[config.mk]
export PLATFORM = sky130hd
export DESIGN_NAME = lcd_static_drv
export DESIGN_NICKNAME = d
export VERILOG_FILES = /design/src/rtl/lcd_defs.sv /design/src/rtl/bcd7seg.sv /design/src/rtl/lcd_static_drv.sv
export SDC_FILE = /design/constraint.sdc
export NUM_CORES = 1
export LEC_CHECK = 0
export ABC_AREA = 1
export CAP_MARGIN = 20
export CORE_MARGIN = 4
export CORE_UTILIZATION = 55
export CTS_CLUSTER_DIAMETER = 100
export DETAILED_ROUTE_END_ITERATION = 8
export DONT_BUFFER_PORTS = 1
export PLACE_DENSITY = 0.81
export SLEW_MARGIN = 20
export SYNTH_ARGS = -nofsm -noshare
export SYNTH_HDL_FRONTEND = slang
export SYNTH_SLANG_ARGS = --single-unit
[constraint.sdc]
create_clock -name osc_sclk -period 5.3 [get_ports osc_sclk]
set_input_delay 0.795 -clock osc_sclk [delete_from_list [all_inputs] [get_ports osc_sclk]]
set_output_delay 0.795 -clock osc_sclk [all_outputs]
set_load 0.02 [all_outputs]
[src/rtl/lcd_defs.sv]
// Shared definitions for the static two-digit LCD driver: segment codes,
// FSM state encoding and the captured display request record.
package lcd_defs;

   // Segment codes in gfedcba order (bit 0 = segment a).
   localparam logic [6:0] SEG_0     = 7'h3F;
   localparam logic [6:0] SEG_1     = 7'h06;
   localparam logic [6:0] SEG_2     = 7'h5B;
   localparam logic [6:0] SEG_3     = 7'h4F;
   localparam logic [6:0] SEG_4     = 7'h66;
   localparam logic [6:0] SEG_5     = 7'h6D;
   localparam logic [6:0] SEG_6     = 7'h7D;
   localparam logic [6:0] SEG_7     = 7'h07;
   localparam logic [6:0] SEG_8     = 7'h7F;
   localparam logic [6:0] SEG_9     = 7'h6F;
   localparam logic [6:0] SEG_DASH  = 7'h40;
   localparam logic [6:0] SEG_BLANK = 7'h00;

   // Load handshake state: IDLE accepts a new value, PEND holds one until
   // the next frame boundary.
   typedef enum logic {
      ST_IDLE = 1'b0,
      ST_PEND = 1'b1
   } state_e;

   // Raw display request as captured on an accepted load.
   typedef struct packed {
      logic       blank;
      logic [1:0] dp;
      logic [7:0] digits;
   } disp_req_t;

endpackage

[src/rtl/bcd7seg.sv]
// BCD to seven-segment decoder (gfedcba); codes 10..15 show a dash.
module bcd7seg
   import lcd_defs::*;
(
   input  logic [3:0] bcd_i,
   output logic [6:0] seg_o
);

   // Pure lookup of the segment pattern for one digit.
   always_comb begin
      seg_o = SEG_DASH;
      case (bcd_i)
         4'd0:    seg_o = SEG_0;
         4'd1:    seg_o = SEG_1;
         4'd2:    seg_o = SEG_2;
         4'd3:    seg_o = SEG_3;
         4'd4:    seg_o = SEG_4;
         4'd5:    seg_o = SEG_5;
         4'd6:    seg_o = SEG_6;
         4'd7:    seg_o = SEG_7;
         4'd8:    seg_o = SEG_8;
         4'd9:    seg_o = SEG_9;
         default: seg_o = SEG_DASH;
      endcase
   end

endmodule

[src/rtl/lcd_static_drv.sv]
// Static-drive LCD controller for two 7-segment digits with decimal points.
// A prescaler makes the backplane square wave; segment pins are the active
// pattern XORed with the backplane so lit segments sit in anti-phase.
// New values are only swapped in on the bp 1->0 edge so every pattern is
// held for whole backplane periods and the glass stays DC balanced.
module lcd_static_drv
   import lcd_defs::*;
#(
   parameter int BP_DIV   = 32,
   parameter bit BLANK_LZ = 1'b1
) (
   input  logic        osc_sclk,
   input  logic        nrst,
   input  logic        load,
   output logic        ready,
   input  logic [7:0]  digits,
   input  logic [1:0]  dp,
   input  logic        blank,
   output logic        bp,
   output logic [15:0] seg
);

   localparam logic [11:0] CNT_MAX = 12'(BP_DIV - 1);

   logic [11:0] cnt_q, cnt_d;
   logic        bp_q, bp_d;
   logic [15:0] seg_q, seg_d;
   logic [15:0] active_q, active_d;
   disp_req_t   pend_q, pend_d;
   state_e      state_q, state_d;

   logic        wrap;
   logic        boundary;
   logic [6:0]  tensRaw;
   logic [6:0]  onesRaw;
   logic [6:0]  tensSeg;
   logic [15:0] pendPattern;

   assign wrap     = (cnt_q == CNT_MAX);
   assign boundary = wrap & bp_q;
   assign ready    = (state_q == ST_IDLE);
   assign bp       = bp_q;
   assign seg      = seg_q;

   bcd7seg u_tens (
      .bcd_i (pend_q.digits[7:4]),
      .seg_o (tensRaw)
   );

   bcd7seg u_ones (
      .bcd_i (pend_q.digits[3:0]),
      .seg_o (onesRaw)
   );

   // Build the 16-bit pattern the pending request would show, including
   // leading-zero suppression and the global blank override.
   always_comb begin
      tensSeg = tensRaw;
      if (BLANK_LZ && (pend_q.digits[7:4] == 4'd0)) begin
         tensSeg = SEG_BLANK;
      end
      pendPattern = {pend_q.dp[1], tensSeg, pend_q.dp[0], onesRaw};
      if (pend_q.blank) begin
         pendPattern = 16'h0000;
      end
   end

   // Prescaler: count 0..BP_DIV-1 and flip the backplane on each wrap.
   always_comb begin
      cnt_d = cnt_q + 12'd1;
      bp_d  = bp_q;
      if (wrap) begin
         cnt_d = 12'd0;
         bp_d  = ~bp_q;
      end
   end

   // Handshake FSM: capture on accepted load, publish at the frame boundary.
   // A load arriving on the boundary cycle while IDLE waits a full frame.
   always_comb begin
      state_d  = state_q;
      pend_d   = pend_q;
      active_d = active_q;
      case (state_q)
         ST_IDLE: begin
            if (load) begin
               pend_d.digits = digits;
               pend_d.dp     = dp;
               pend_d.blank  = blank;
               state_d       = ST_PEND;
            end
         end
         ST_PEND: begin
            if (boundary) begin
               active_d = pendPattern;
               state_d  = ST_IDLE;
            end
         end
         default: state_d = ST_IDLE;
      endcase
   end

   // Segment pins are registered from next-state values so seg and bp
   // change on exactly the same edge with no skew between them.
   always_comb begin
      seg_d = active_d ^ {16{bp_d}};
   end

   // State registers; reset leaves the glass blank with bp low.
   always_ff @(posedge osc_sclk or negedge nrst) begin
      if (!nrst) begin
         cnt_q    <= 12'd0;
         bp_q     <= 1'b0;
         seg_q    <= 16'h0000;
         active_q <= 16'h0000;
         pend_q   <= '0;
         state_q  <= ST_IDLE;
      end else begin
         cnt_q    <= cnt_d;
         bp_q     <= bp_d;
         seg_q    <= seg_d;
         active_q <= active_d;
         pend_q   <= pend_d;
         state_q  <= state_d;
      end
   end

endmodule

Word level (Yosys, flattened, before mapping)
Memories as Yosys holds them, arrays and structs flattened. Index checks and enable logic that the tools add are counted.

Add/sub/neg operators: 1. Equality and inequality tests: 1. Multiplexer cells: 9. Bitwise gates (word level): 4. Reduce and logical (&&, ||, !) cells: 2.

Operators with widths (count): 16-bit two-way mux (3); 16-bit XOR (1); 12-bit by 1-bit adder with 12-bit output, second input constant (1); 12-bit by 5-bit == test with 1-bit output, second input constant (1); 12-bit two-way mux (1); 7-bit two-way mux (1); 4-bit logical NOT (1); 1-bit two-way mux (3); 1-bit NOT (2); 1-bit one-hot mux with 2 select lines (1); 2-bit AND reduction (1); 1-bit AND (1).

Flip-flop bits (word level): 57. ROM bits: 224. Input bits: 14. Output and inout port bits: 18. Logic and storage cells: 27. Memories kept: 2.

Memories: (name not given) (words 16, bits a word 7, rd ports 1, clocked after memory_dff 0, wr ports 0, RTL line bcd7seg.sv:12) `case (bcd_i)`; (name not given) (words 16, bits a word 7, rd ports 1, clocked after memory_dff 0, wr ports 0, RTL line bcd7seg.sv:12).

Depth between registers and ports, before layout
Gate-level depths: netlist (run 1).

Depth after elaboration: 6. Depth in mapped cells: 14. Mapped depth without buffers: 14.

Modules after synthesis
From an unflattened synthesis (run 1), not the netlist that was laid out.

Cell total of the unflattened synthesis: 345. Area total of the unflattened synthesis: 2961.6 um^2.

Modules (own cells, without submodules): lcd_static_drv (times used 1, cells an instance 273, area each 2576.2 um^2, sequential area each 1426.4 um^2); bcd7seg (times used 2, cells an instance 36, area each 192.7 um^2, sequential area each 0.0 um^2).

Worst setup path before layout (run 1)
Ideal clock, no wire load.

Kind: register to register. From: register cnt_q[6]. To: register seg_q[2] (netlist: seg[2]). Library setup time: 116 ps. Data arrival time: 1812 ps. Required time: 5184 ps. Slack: 3371 ps. Cell stages (with the launch flop): 13. Path buffers: 0. Clock period less this slack: 1929 ps. Path through: dfrtp_1 -> or2_2 -> nor3_1 -> nand2_1 -> inv_1 -> ha_1 -> nand2_2 -> nor2_8 -> nand2_2 -> o21ai_2 -> inv_1 -> nand2_1 -> nand2_1.

Longest elaborated chain between the ends: 5.

RTL lines: start: declaration (RTL line lcd_static_drv.sv:25) `logic [11:0] cnt_q, cnt_d;`; start signal: assignment (RTL line lcd_static_drv.sv:119) `cnt_q <= cnt_d;`; 12-bit by 5-bit == test with 1-bit output (RTL line lcd_static_drv.sv:39) `assign wrap = (cnt_q == CNT_MAX);`; 1-bit AND (RTL line lcd_static_drv.sv:40) `assign boundary = wrap & bp_q;`; 16-bit two-way mux (RTL line lcd_static_drv.sv:94) `if (boundary) begin`; 16-bit two-way mux (RTL line lcd_static_drv.sv:84) `case (state_q)`; net active_d[2] (RTL line lcd_static_drv.sv:28) `logic [15:0] active_q, active_d;`; 16-bit XOR (RTL line lcd_static_drv.sv:106) `seg_d = active_d ^ {16{bp_d}};`; net seg_d[2] (RTL line lcd_static_drv.sv:27) `logic [15:0] seg_q, seg_d;`; end signal: assignment (RTL line lcd_static_drv.sv:121) `seg_q <= seg_d;`; end: declaration (RTL line lcd_static_drv.sv:27).

The timed path passes the listed nets, and every way through them passes these cells. A chain may end at the register's enable or synchronous reset.

Worst setup path in the final report (run 1)
From: register cnt_q[0]. To: register seg_q[1] (netlist: seg[1]).

RTL lines: 12-bit by 5-bit == test with 1-bit output (RTL line lcd_static_drv.sv:39); 1-bit two-way mux (RTL line lcd_static_drv.sv:72) `if (wrap) begin`; net bp_d (RTL line lcd_static_drv.sv:26) `logic bp_q, bp_d;`; 16-bit XOR (RTL line lcd_static_drv.sv:106); net seg_d[1] (RTL line lcd_static_drv.sv:27).

The timed path passes the listed nets, and every way through them passes these cells.

==> results of run 1 <==
## layer usage
metal / wire length, µm / track usage, %
met5: 0 / 0
met4: 114 / 8.76
met3: 216 / 7.94
met2: 2270 / 29.1
met1: 2300 / 23.4
## worst reg2reg max path: cells and delay by family, from the launching register on
kind / cells / cell delay, ns
fa+ha+maj: 2 / 0.94
buf+inv: 2 / 0.47
flops: 1 / 0.40
simple gates: 5 / 0.47
## where the power goes
group	switching, mW	total (mW)	internal, mW	leakage [nW]
Combinational	0	0.0000576	0.0000568	0.780
Sequential	0	0.435	0.435	0.651
Clock	0.160	0.353	0.193	0.0932
Total	0.160	0.788	0.628	1.52
## kinds of logic after synthesis
kind of cell / Yosys count / share of synthesized area (%)
simple gates: 165 / 26.4
flops: 57 / 51.1
buf+inv: 49 / 7.71
compound gates: 24 / 5.69
fa+ha+maj: 12 / 5.38
xor+xnor: 8 / 2.51
mux: 3 / 1.21
## sequential cells by signal (all words and copies together), names as in the netlist
register and cells:
active_q 16, seg 16, cnt_q 12, pend_q 11
bp 1, state_q 1
## Yosys cell counts (all sizes together)
cell type    n
nand3       19
nand2      100
nor3         4
xor2         7
nor2        35
buf          4
ha          12
nand4        3
xnor2        1
a21oi        8
o211ai       2
mux2         3
or2          3
nand3b       1
clkbuf       2
dfrtp       57
o21ai       11
inv         43
o21bai       3
## through the flow
step,std cells,worst slack (ns),util (%)
floorplan,318,3.37,-
global placement,379,2.92,58.5
detailed placement,379,2.92,58.5
CTS,395,2.89,62.2
global route,395,2.66,62.2
finish,395,2.89,62.2
## layout make-up
class,count,area share [%]
clock buffer,13,5.31
clock inverter,3,0.501
inverter,43,5.39
multi-input combinational,212,38.4
sequential,57,47.6
tap,67,2.80
## worst paths after layout
check | to | depth (start not counted) | from
worst max-delay path | seg[1] | 9 | cnt_q[0]
worst min register to register | cnt_q[0] | 1 | cnt_q[0]
min in group osc_sclk | cnt_q[0] | 1 | cnt_q[0]
max in group asynchronous | seg[10] | 0 | nrst
worst max register to register | seg[1] | 9 | cnt_q[0]
worst min-delay path | cnt_q[11] | 0 | nrst
==> reports/metrics.yaml, run 1 <==
sta:
  skew_ns: 0.00555
  max_freq_mhz: 415
  worst_pin_slew_ns: 0.640
  tns_ns: 0
  layout_min_cycle_time_ns: 2.41
  rsz0062_at_grt: "false"
  hold_viol: 0
  slew_violations: 0
  slew_headroom_pct: 57.3
  period_share_pct: 45.5
  setup_viol: 0
  hold-worst-slack_ns: 0.149
clocking:
  clockBufferDepth: 2
  cts_tree: "built"
  clkTransAtPathRegs_ns: 0.06
  cts_sinks: 57
  post_cts_resized: 0
  postCtsSetupRepairBufs: 0
  cts.root.buffer_cell: "clkbuf_8"
  cts_buffers: 9
  hold_buffers: 0
  cts_htree_levels: 3
  clock_latency_ns: 0.34
floorplanning:
  core_mm2: 0.00482
  die_area_mm2: 0.00628
  rows: 25
  die_y_um: 79.2
  die_w_um: 79.2
  io_pins: 32
  start_util_pct: 57.9
logic_synthesis:
  syn_area_per_cell_um2: 8.77
  synth_area_mm2: 0.00279
  synth_warnings: 0
  yosysUniqueCellTypes: 29
  syn-num-nets: 344
  synth-seq-cells: 57
  yosys.area.top_type: "dfrtp_1"
  seq_area_frac_synth_pct: 51.1
  synth_cells: 318
  yosysTopAreaCellShare_pct: 51.1
  synth_area_leaders: "dfrtp_1, nand2_1, inv_1, ha_1, nor2_1"
worst_setup_path:
  cp_slowest_cell: "ha_1"
  critical-path-max-stage-delay_ns: 0.70
  crit_family: "adder cells"
  crit_top_cell: "nand2_1"
  critical_path.max_fanout: 18
  cp_cell_sequence: "ha_1, nand2_1, nor2_1, nand2_1, inv_1, ha_1, inv_1, nand2_1, nand2_1"
  startpoint_type: "register"
  cp.required_ns: 5.52
  crit_buf_inv: 2
  critPathKind: "register to register"
  arrival_ns: 2.63
  end_kind: "register"
  r2r_setup_slack_ns: 2.89
routing:
  avgViaCountPerCell: 4.85
  wl_per_cell_um: 12.4
  ant_nets: 0
  drtPass1Iterations: 4
  dr_total_vias: 1915
  drcViolationCount: 0
  postRouteWirelength_um: 4900
  drt_iter0_drc: 79
pwr:
  total_power_mw: 0.788
  power_leakage_nw: 1.52
  ir_drop_mv: 0.204
  p_per_area_mw_per_mm2: 263
global_route:
  gr-total-overflow: 0
  grt.total_usage_pct: 19.0
  grt_max_degree: 58
  grt_pass1_wl_um: 9000
  grt_pass1_vias: 1961
  antenna_found_initial: 0
status:
  status: "finished, final reports clean"
layout:
  syn_to_final_growth_pct: 7.31
  design_area_mm2: 0.00299
  nets: 349
  multiInputGateArea_mm2: 0.00115
  fillerInstances: 422
  ff_latch_area_mm2: 0.00143
  final_common_cell: "nand2_1"
  final_cell_mix: "nand2_1, dfrtp_1, inv_1"
  n_antenna_cell: 0
  drive_above_1_share_pct: 12.8
placed_design:
  place_area_mm2: 0.00282
  routabilityCongestion: 0.890
  port_buffers: 0
  hpwl_um: 3480
job:
  cap_viol_max_count: 0
min_path:
  hold_class: "input port to asynchronous set/reset pin"
Power figures use the tool's default switching activity.
==> inputs of run 2 (changes only) <==
--- a/config.mk
+++ b/config.mk
@@ -12,7 +12,7 @@
 export CTS_CLUSTER_DIAMETER = 100
 export DETAILED_ROUTE_END_ITERATION = 8
 export DONT_BUFFER_PORTS = 1
-export PLACE_DENSITY = 0.81
+export PLACE_DENSITY = 0.84
 export SLEW_MARGIN = 20
 export SYNTH_ARGS = -nofsm -noshare
 export SYNTH_HDL_FRONTEND = slang
==> constraint.sdc (replaced) <==
create_clock -name osc_sclk -period 1.95 [get_ports osc_sclk]
set_input_delay 0.2925 -clock osc_sclk [delete_from_list [all_inputs] [get_ports osc_sclk]]
set_output_delay 0.2925 -clock osc_sclk [all_outputs]
set_load 0.02 [all_outputs]
==> run 2 against run 1 <==
Sequential share of layout area is 4.1 points lower. Sequential power grew to 2.7 times the previous value. Global-route usage up 1.1 points. Register-to-register slack worse by 2.9 ns. Core utilization is 5.8 points higher. Critical path type unchanged. Final cell count increased by 5.8%.
==> reports/metrics.yaml, run 2 (synthesized netlist as in run 1, its figures left out) <==
worst_setup_path:
  cp_slowest_cell: "dfrtp_1"
  crit_top_cell: "nand2_1"
  r2r_start: "cnt_q[6]"
  crit_start: "cnt_q[6]"
  end_kind: "register"
  cp_cell_sequence: "or2_4, nor3_2, nand2_1, inv_2, ha_4, nand2_8, inv_1, nor2_1, o21bai_2, nand2_1, nand2_1"
  critPathKind: "register to register"
  arrival_ns: 2.16  # -0.47 ns
  rr_endpoint: "seg[13]"
  startpoint_type: "register"
  critical-path-max-stage-delay_ns: 0.38  # -0.32 ns
  cp.required_ns: 2.18  # -3.34 ns
  r2r_setup_slack_ns: 0.02  # -2.87 ns
  rr_worst_depth: 11  # +2
  worstSetupEndpoint: "seg[13]"
  critical_path.max_fanout: 5  # -13
placed_design:
  dp_slack_ns: -0.0607  # -2.98 ns
  routabilityCongestion: 0.878  # -1.3%
  placed_cells: 392  # +3.4%
  port_buffers: 0  # unchanged
  place_area_mm2: 0.00292  # +3.5%
  hpwl_um: 3700  # +6.5%
clocking:
  clockBufferDepth: 2  # unchanged
  cts_htree_levels: 3  # unchanged
  cts_buffers: 9  # unchanged
  cts_tree: "built"
  clkTransAtPathRegs_ns: 0.06  # about the same
  cts.root.buffer_cell: "clkbuf_8"
  clock_latency_ns: 0.34  # about the same
  cts_sinks: 57  # unchanged
sta:
  setup_viol: 0  # unchanged
  layout_min_cycle_time_ns: 1.93  # -0.478 ns
  slew_headroom_pct: 72.4  # +15 points
  max_freq_mhz: 517  # +25%
  worst_pin_slew_ns: 0.413  # -0.227 ns
  hold_viol: 0  # unchanged
  slew_violations: 0  # unchanged
  skew_ns: 0.00851  # +0.00296 ns
  fin_ws_ns: 0.0163  # -2.87 ns
  rsz0062_at_grt: "true"
  period_share_pct: 99.2  # +54 points
job:
  cap_viol_max_count: 0  # unchanged
layout:
  final_common_cell: "nand2_1"
  syn_to_final_growth_pct: 17.3
  design_area_mm2: 0.00327  # +9.3%
  final_util_pct: 67.9  # +5.8 points
  fillerInstances: 367  # -13%
  final_cell_mix: "nand2_1, dfrtp_1, inv_1"
  final_cells: 418  # +5.8%
  nets: 372  # +6.6%
  drive_above_1_share_pct: 21.1  # +8.3 points
  n_antenna_cell: 0  # unchanged
pwr:
  power_leakage_nw: 1.67  # +9.7%
  ir_drop_mv: 0.468  # +130%
  p_per_area_mw_per_mm2: 690  # +160%
min_path:
  hold_class: "input port to register"
global_route:
  grt_pass1_vias: 2099  # +7.0%
  gr-total-overflow: 0  # unchanged
  grt_pass1_wl_um: 9550  # +6.1%
  grt_max_degree: 58  # unchanged
  grt.total_usage_pct: 20.2  # +1.1 points
  antenna_found_initial: 0  # unchanged
floorplanning:
  die_area_mm2: 0.00628  # unchanged
  core_mm2: 0.00482  # unchanged
  start_util_pct: 57.9  # unchanged
  rows: 25  # unchanged
  io_pins: 32  # unchanged
  die_w_um: 79.2  # unchanged
  die_y_um: 79.2  # unchanged
routing:
  wl_per_cell_um: 13.3  # +7.0%
  drtPass1Iterations: 4  # unchanged
  ant_nets: 0  # unchanged
  dr_total_vias: 2092  # +9.2%
  drcViolationCount: 0  # unchanged
  postRouteWirelength_um: 5550  # +13%
  avgViaCountPerCell: 5.00  # +3.2%
  drt_iter0_drc: 186  # +140%
status:
  status: "finished, final reports clean"
run 2: cell types whose count changed in the layout (fill, tap and decap cells not counted), moves of 2 or more:
cell,before,now
nand2_1,91,89
inv_1,41,39
clkbuf_8,11,13
nor2_4,0,2
buf_4,0,20
ha_1,12,10
run 2: repair_timing:
action                                 in CTS  in global routing
buffers inserted                            1                  6
cloned                                      1                  0
hold buffers                                2                  0
endpoints found under the hold margin      57                  0
gates resized for setup                     4                 12
pin swaps                                   2                 12
setup endpoints to repair                  11                 24
run 2: stage by stage:
stage | hold slack [ns] | power, mW | TNS (ns)
after global routing | 0.0879 | 2.35 | -0.912
after detailed placement | -0.000953 | 1.20 | -0.395
after CTS | 0.0915 | 2.28 | 0
after global placement | -0.000703 | 1.20 | 0
after floorplan | -0.00309 | 1.20 | 0
final | 0.101 | 2.26 | 0
run 2: layout make-up:
cell class | count | area [µm²] | share of cell area (%)
clock inverters | 2 | 10.0 | 0.306
well taps | 67 | 83.8 | 2.56
repair buffers | 22 | 188 | 5.73
multi-input cells | 213 | 1220 | 37.2
inverters | 43 | 164 | 5.01
clock buffers | 14 | 183 | 5.58
flip-flops and latches | 57 | 1430 | 43.6
run 2: metal layers:
metal / GRT usage [%] / up-vias / wire length [µm]
met4: 9.97 / 0 / 87
met5: 0 / - / 0
met1: 25.5 / 994 / 2450
li1: - / 1042 / -
met2: 30.8 / 47 / 2720
met3: 6.92 / 9 / 294
run 2: worst min-delay path by stage:
stage | startpoint | end | slack [ns] | depth (start not counted)
after floorplan | nrst | active_q[0] | -0.003 | 0
after global placement | nrst | cnt_q[9] | -0.0007 | 0
after detailed placement | nrst | cnt_q[2] | -0.001 | 0
after CTS | dp[1] | pend_q[9] | 0.09 | 1
after global routing | dp[0] | pend_q[8] | 0.09 | 1
final | dp[1] | pend_q[9] | 0.10 | 1
run 2: worst max-delay path: cells and delay by family (launching register included):
family	cells	cell delay [ns]
AO/OA/AOI/OAI	1	0.21
adder cells (fa/ha/maj)	1	0.16
buffers and inverters	2	0.26
flip-flops	1	0.38
AND/OR/NAND/NOR	7	0.81
run 2: where the power goes:
group	internal, mW	total (mW)	switching (mW)
Clock	0.596	1.05	0.449
Combinational	0.00727	0.0297	0.0224
Sequential	1.18	1.18	0
Total	1.79	2.26	0.472
==> inputs of run 3 (changes only) <==
==> constraint.sdc (replaced) <==
create_clock -name osc_sclk -period 1.6 [get_ports osc_sclk]
set_input_delay 0.24 -clock osc_sclk [delete_from_list [all_inputs] [get_ports osc_sclk]]
set_output_delay 0.24 -clock osc_sclk [all_outputs]
set_load 0.02 [all_outputs]
==> run 3 against run 2 <==
Worst setup slack worse by 0.43 ns. Fmax is 3.9% lower. Die area unchanged. Clock-buffer cell count stayed put. Via count up 8.1%. The flow now finishes with violations (setup timing). Non-clock buffer count up 21. Critical endpoint is now seg[4]. Hold slack worse by 0.053 ns. Core utilization rose by 7.1 points. Combinational power rose by 25%. Global-route usage increased by 2.3 points.
==> reports/metrics.yaml, run 3 (synthesized netlist as in run 1, its figures left out) <==
status:
  status: "finished with violations"
  violations: "setup timing"
routing:
  avgViaCountPerCell: 5.16  # +3.2%
  wl_met2_um: 3230  # +19%
  dr_total_vias: 2262  # +8.1%
  wl_met1_um: 2870  # +17%
  drtPass1Iterations: 4  # unchanged
  postRouteWirelength_um: 6710  # +21%
  drcViolationCount: 0  # unchanged
  wl_met3_um: 391  # +33%
  drt_iter0_drc: 161  # -13%
  wl_per_cell_um: 15.3  # +16%
  top_layer_used: "met4"
  ant_nets: 0  # unchanged
sta:
  layout_min_cycle_time_ns: 2.01  # +0.0780 ns
  slew_violations: 0  # unchanged
  setup_viol: 32  # +32
  period_share_pct: 126  # +27 points
  fin_ws_ns: -0.412  # -0.428 ns
  max_freq_mhz: 497  # -3.9%
  slew_headroom_pct: 73.2  # +0.83 points
  rsz0062_at_grt: "true"
  skew_ns: 0.00890  # +0.000387 ns
  hold_viol: 0  # unchanged
  worst_pin_slew_ns: 0.397  # -0.0156 ns
  hold-worst-slack_ns: 0.0476  # -0.0530 ns
worst_setup_path:
  startpoint_type: "register"
  rr_endpoint: "seg[4]"
  critical_path.max_fanout: 8  # +3
  end_kind: "register"
  r2r_setup_slack_ns: -0.41  # -0.43 ns
  critPathKind: "register to register"
  arrival_ns: 2.22  # +0.06 ns
  cp.required_ns: 1.81  # -0.37 ns
  r2r_start: "cnt_q[0]"
  rr_worst_depth: 12  # +1
floorplanning:
  core_mm2: 0.00482  # unchanged
  start_util_pct: 57.9  # unchanged
  die_y_um: 79.2  # unchanged
  die_w_um: 79.2  # unchanged
  rows: 25  # unchanged
  io_pins: 32  # unchanged
  die_area_mm2: 0.00628  # unchanged
clocking:
  cts.root.buffer_cell: "clkbuf_8"
  cts_buffers: 9  # unchanged
  clkTransAtPathRegs_ns: 0.07  # about the same
  clock_latency_ns: 0.34  # about the same
  cts_tree: "built"
  clockBufferDepth: 2  # unchanged
  cts_sinks: 57  # unchanged
  cts_htree_levels: 3  # unchanged
min_path:
  whs_endpoint: "pend_q[9]"
  hold_start: "dp[1]"
  hold_depth: 1  # unchanged
  hold_class: "input port to register"
pwr:
  power_leakage_nw: 1.85  # +10%
  total_power_mw: 2.88  # +27%
  ir_drop_mv: 0.609  # +30%
  p_per_area_mw_per_mm2: 796  # +15%
job:
  cap_viol_max_count: 0  # unchanged
layout:
  syn_to_final_growth_pct: 29.5
  final_common_cell: "nand2_1"
  drive_above_1_share_pct: 31.5  # +10 points
  design_area_mm2: 0.00361  # +10%
  n_antenna_cell: 0  # unchanged
  final_cell_mix: "nand2_1, dfrtp_1, buf_4"
  nets: 392  # +5.4%
global_route:
  grt.total_usage_pct: 22.5  # +2.3 points
  gr-total-overflow: 0  # unchanged
  grt_pass1_wl_um: 10700  # +12%
  grt_max_degree: 58  # unchanged
  antenna_found_initial: 0  # unchanged
  grt_pass1_vias: 2311  # +10%
placed_design:
  place_area_mm2: 0.00311  # +6.6%
  routabilityCongestion: 0.864  # -1.5%
  port_buffers: 0  # unchanged
  hpwl_um: 4050  # +9.3%
[run 3: cell count changes in the layout (fill, tap and decap cells not counted), moves of 5 or more]
cell,change
nand2_1,-15
nand3_2,+5
nand2_4,+7
buf_4,+19
nand3_1,-5
nand2_2,+8
[run 3: layout make-up]
| type | instances | area [µm²] |
|---|---|---|
| Clock buffer | 14 | 173 |
| Clock inverter | 2 | 35.0 |
| Fill cell | 312 | 1200 |
| Inverter | 43 | 174 |
| Multi-Input combinational cell | 212 | 1360 |
| Sequential cell | 57 | 1430 |
| Tap cell | 67 | 83.8 |
| Timing Repair Buffer | 43 | 362 |
[run 3: worst max path at each step]
stage | from | to | slack [ns]
after floorplan | cnt_q[5] | seg[2] | -0.19
after global placement | cnt_q[1] | seg[5] | -0.22
after detailed placement | cnt_q[1] | seg[4] | -0.30
after CTS | cnt_q[5] | seg[14] | -0.22
after global routing | cnt_q[0] | seg[4] | -0.51
final | cnt_q[0] | seg[4] | -0.41
[run 3: metrics by stage]
step                TNS, ns  worst slack [ns]  utilization (%)  cells
finish                -9.82            -0.412             75.0    438
detailed placement    -6.15            -0.302             64.6    406
CTS                   -4.39            -0.223             71.3    427
global placement      -3.95            -0.223             64.6    406
floorplan             -2.33            -0.194                -    318
global route         -12.29            -0.506             75.0    438
[run 3: worst max-delay path: stages, from the launching register on]
cell and delay [ns]:
dfrtp_1 0.38, ha_2 0.20, nand2_2 0.09, nor2_2 0.16, nand2_2 0.09, inv_2 0.09
ha_4 0.16, nand2_8 0.07, nor2_8 0.21, buf_6 0.15, nand2_4 0.06, o211ai_1 0.11
nand2_1 0.10
[run 3: where the power goes]
part | leakage [nW] | total (mW) | internal [mW] | switching [mW]
Clock | 0.107 | 1.40 | 0.845 | 0.554
Sequential | 0.651 | 1.44 | 1.44 | 0
Combinational | 1.09 | 0.0370 | 0.00886 | 0.0281
[run 3: layer usage]
layer	track usage (%)	vias up
li1	-	1079
met1	27.8	1073
met2	34.3	90
met3	8.84	20
met4	10.7	0
met5	0	-
[run 3: repair_timing]
| item | in CTS | in global routing |
|---|---|---|
| hold endpoints to repair | 57 | 0 |
| gates resized for setup | 16 | 22 |
| pin swaps | 12 | 16 |
| buffers inserted | 3 | 11 |
| hold buffers | 2 | 0 |
| setup endpoints to repair | 32 | 32 |
==> RTL edit 1, RTL diff (settings of run 3) <==
Make the reset (`nrst`) synchronous in one clocked block.
--- a/src/rtl/lcd_static_drv.sv
+++ b/src/rtl/lcd_static_drv.sv
@@ -108,5 +108,5 @@
 
    // State registers; reset leaves the glass blank with bp low.
-   always_ff @(posedge osc_sclk or negedge nrst) begin
+   always_ff @(posedge osc_sclk) begin
       if (!nrst) begin
          cnt_q    <= 12'd0;
Formal check against the unedited RTL: differs if nrst is asserted again (counterexample within 4 cycles, from zero or initial values and one cycle with nrst low); with nrst held inactive, the same outputs for 10 cycles.
==> RTL edit 1 against run 3 <==
The run still ends with negative setup slack left. Worst setup slack better by 240 ps. Clock skew down 1.7 ps. Sequential cell count up 14. Wire length up 6.1%. Die area up 14%. Synthesized cell count up 38%. Sequential share of layout area down 4.2 points. Synthesized area up 15%. Count of clock-buffer cells in the layout down 3. Cell area up 12%.
Power is not compared: it rests on default switching activity, and its combinational part moved more than twofold at a synthesized area within 25%.
==> RTL edit 1: results (changes against run 3) <==
metric,value,unit,change
status,"complete, but fails checks",,unchanged
failing checks,negative setup slack,,unchanged
GRT Total Usage,20.2,%,was 22.5%
CP Data Arrival Time,2020,ps,was 2220 ps
Nets,502,,was 392
final non-filler cell total,551,,was 438
CP max FO,7,,was 8
routed wl met3,406,µm,was 391 µm
"worst slack, placed",-139,ps,was -302 ps
syn nets,467,,was 344
initial DRC count,178,,was 161
"Endpoint, Worst Hold",seg[9],,was pend_q[9]
multiplexer area fraction after synthesis,0,%,was 1.21%
"Design Area, Final",4060,µm²,was 3610 µm²
M1 WL,3160,µm,was 2870 µm
HPWL after DPL,4470,µm,was 4050 µm
Fin Setup TNS,-2560,ps,was -9820 ps
global-route wire length before repair,11600,µm,was 10700 µm
vias in the first global route,2682,,was 2311
post-placement cell count,522,,was 406
Hold WS,12.0,ps,was 47.6 ps
GPL Wtd Cong,0.870,,was 0.864
layout cells sized above 1,30.9,%,was 31.5%
# setup viols final,29,,was 32
fraction of registers with async set/reset,0,%,was 100%
filler cell count in the final layout,399,,was 312
clock skew,7.23,ps,was 8.90 ps
largest net degree at the start of global routing,52,,was 58
sequential area share after synthesis,44.1,%,was 51.1%
PnR worst setup slack,-175,ps,was -412 ps
GR Util met1,24.6,%,was 27.8%
CP max stage delay,330,ps,was 380 ps
reg-to-reg startpoint,cnt_q[7],,was cnt_q[0]
complex-gate fraction of the synthesized area,7.07,%,was 5.70%
met2 routed WL,3340,µm,was 3230 µm
WHS Path Cells,2,,was 1
Synth Area in Adders,5.44,%,was 5.38%
placed cell areas,3460,µm²,was 3110 µm²
Cell variety after synth,27,,was 29
GR Layer Usage met3,4.22,%,was 8.84%
Synth top cells by count,"141 x nand2_1, 71 x dfxtp_1, 45 x nor2_1, 40 x inv_1, 27 x nand3_1",,"was 91 x nand2_1, 57 x dfrtp_1, 41 x inv_1, 31 x nor2_1, 18 x nand3_1"
M2 GR Usage,32.8,%,was 34.3%
## RTL edit 1: critical path, delay by kind of cell, from the launching register on
family | cells | cell delay (ps)
simple gates | 11 | 920
flops | 1 | 330
buf+inv | 2 | 220
fa+ha+maj | 1 | 210
## RTL edit 1: final cells by class
| class | count | share of cell area, % |
|---|---|---|
| repair buffers | 39 | 8.79 |
| inverters | 45 | 4.29 |
| clock buffers | 11 | 3.48 |
| flip-flops and latches | 71 | 35.2 |
| well taps | 72 | 2.22 |
| multi-input cells | 308 | 44.0 |
| clock inverters | 5 | 2.00 |
## RTL edit 1: repair_timing
| item | in CTS | in global routing |
|---|---|---|
| hold buffers | 1 | 0 |
| pin swaps | 23 | 15 |
| setup buffers | 4 | 7 |
| gates cloned | 1 | 0 |
| endpoints found under the hold margin | 1 | 0 |
| setup endpoints to repair | 25 | 45 |
| resized for setup | 38 | 43 |
## RTL edit 1: power breakdown
group	total [µW]	internal [µW]	switching, µW
clock	1590	920	669
sequential	1880	1850	32.2
combinational	378	127	252
==> RTL edit 2, RTL diff (settings of run 3) <==
Without the edit above. The parameter `BLANK_LZ` goes from 1'b1 to 1'b0.
--- a/src/rtl/lcd_static_drv.sv
+++ b/src/rtl/lcd_static_drv.sv
@@ -8,5 +8,5 @@
 #(
    parameter int BP_DIV   = 32,
-   parameter bit BLANK_LZ = 1'b1
+   parameter bit BLANK_LZ = 1'b0
 ) (
    input  logic        osc_sclk,
Check against the original RTL: no difference found for any inputs over 10 cycles, from zero or initial values and one cycle with nrst low; that may be too few to reach the edited logic, so the function may still have changed.
==> RTL edit 2 against run 3 <==
The run still ends with negative setup slack left. Wire length down 14%. First-iteration DRC count rose by 33%. Synthesized area is 4.1% lower. Via count fell by 6.9%. Power fell by 2.8%. Worst setup slack better by 70 ps. Critical path depth decreased by 3. Cell area shrank 11%. Maximum frequency up 3.6%. Sequential cell count is the same. Non-clock buffer count fell by 15. Highest routed layer unchanged.
==> RTL edit 2: results (changes against run 3) <==
metric,value,unit,change
ranking of synthesized cells by area,"dfrtp_1 53%, nand2_1 14%, ha_1 5.6%",,"was dfrtp_1 51%, nand2_1 12%, inv_1 5.5%"
M1 WL,2510,µm,was 2870 µm
slowest cell on the critical path,dfrtp_1,,unchanged
Hold WS,46.5,ps,was 47.6 ps
PnR worst setup slack,-342,ps,was -412 ps
placed cell areas,2890,µm²,was 3110 µm²
Tightest Pin Transition,317,ps,was 397 ps
met2 routed WL,2730,µm,was 3230 µm
sequential area share after synthesis,53.3,%,was 51.1%
Synth Area in Adders,5.61,%,was 5.38%
Worst Reg-to-Reg Cells,9,,was 12
CP max stage delay,360,ps,was 380 ps
filler cell count in the final layout,354,,was 312
largest net degree at the start of global routing,58,,unchanged
# setup viols final,33,,was 32
"worst slack, placed",-390,ps,was -302 ps
Nets,365,,was 392
maximum VDD drop,0.631,mV,was 0.609 mV
Synth top cells by count,"102 x nand2_1, 57 x dfrtp_1, 37 x inv_1, 25 x nand3_1, 24 x nor2_1",,"was 91 x nand2_1, 57 x dfrtp_1, 41 x inv_1, 31 x nor2_1, 18 x nand3_1"
failing checks,negative setup slack,,unchanged
M2 GR Usage,32.2,%,was 34.3%
multiplexer area fraction after synthesis,0.842,%,was 1.21%
routed wl met3,316,µm,was 391 µm
LEAKAGE,0.00164,µW,was 0.00185 µW
Cell variety after synth,25,,was 29
initial DRC count,214,,was 161
"Endpoint, Worst Hold",pend_q[9],,unchanged
CP max FO,6,,was 8
complex-gate fraction of the synthesized area,3.70,%,was 5.70%
port bufs,0,,unchanged
reg-to-reg startpoint,cnt_q[1],,was cnt_q[0]
total number of vias,2105,,was 2262
GPL Wtd Cong,0.883,,was 0.864
GRT Total Usage,21.5,%,was 22.5%
Post-Synth XOR/XNOR Area,2.29,%,was 2.51%
HPWL after DPL,3850,µm,was 4050 µm
syn nets,332,,was 344
routed len/inst,14.0,µm,was 15.3 µm
global-route wire length before repair,9920,µm,was 10700 µm
GR Util met1,27.7,%,was 27.8%
GR Layer Usage met3,5.80,%,was 8.84%
CP Data Arrival Time,2140,ps,was 2220 ps
clock skew,6.45,ps,was 8.90 ps
status,"complete, but fails checks",,unchanged
RTL edit 2: cell types whose count changed after synthesis, moves of 3 or more:
cell | run 3 | this run
nor3_1 | 4 | 0
inv_1 | 41 | 37
a21oi_2 | 0 | 3
nor2_1 | 31 | 24
nand2_1 | 91 | 102
nand3_1 | 18 | 25
o21ai_0 | 5 | 2
o21bai_2 | 3 | 0
RTL edit 2: worst max path at each step:
stage          startpoint       to  slack (ps)  cells after the start
2_1_floorplan    cnt_q[0]  seg[10]         -80                     10
3_3_place_gp     cnt_q[0]   seg[4]        -260                      9
3_5_place_dp     cnt_q[0]   seg[4]        -390                      9
4_1_cts          cnt_q[1]   seg[4]        -330                      9
5_1_grt          cnt_q[1]   seg[4]        -440                      9
6_report         cnt_q[1]   seg[4]        -340                      9
RTL edit 2: layout make-up:
cell class	count	area [µm²]	share of cell area, %
Clock buffer	10	138	4.30
Tap cell	67	83.8	2.62
Sequential cell	57	1430	44.5
Inverter	37	139	4.34
Clock inverter	6	57.6	1.80
Multi-Input combinational cell	206	1100	34.4
Timing Repair Buffer	28	258	8.05
RTL edit 2: what timing repair did:
item,4_1_cts,5_1_grt
hold buffers,2,0
pin swaps,9,3
resized for setup,11,1
buffers inserted,4,2
setup endpoints to repair,32,34
endpoints found under the hold margin,57,0
RTL edit 2: report_power, final:
part	leakage [µW]	internal (µW)	switching (µW)	total (µW)
clock	0.000102	749	570	1320
combinational	0.000896	8.85	27.6	36.5
sequential	0.000646	1440	0	1440
total	0.00164	2200	597	2800
RTL edit 2: through the flow:
step,utilization (%),instances,setup TNS [ps]
2_1_floorplan,-,306,-1020
5_1_grt,67.8,411,-9900
4_1_cts,67.5,409,-7020
3_3_place_gp,61.1,387,-4530
3_5_place_dp,61.1,387,-8830
6_report,67.8,411,-6360
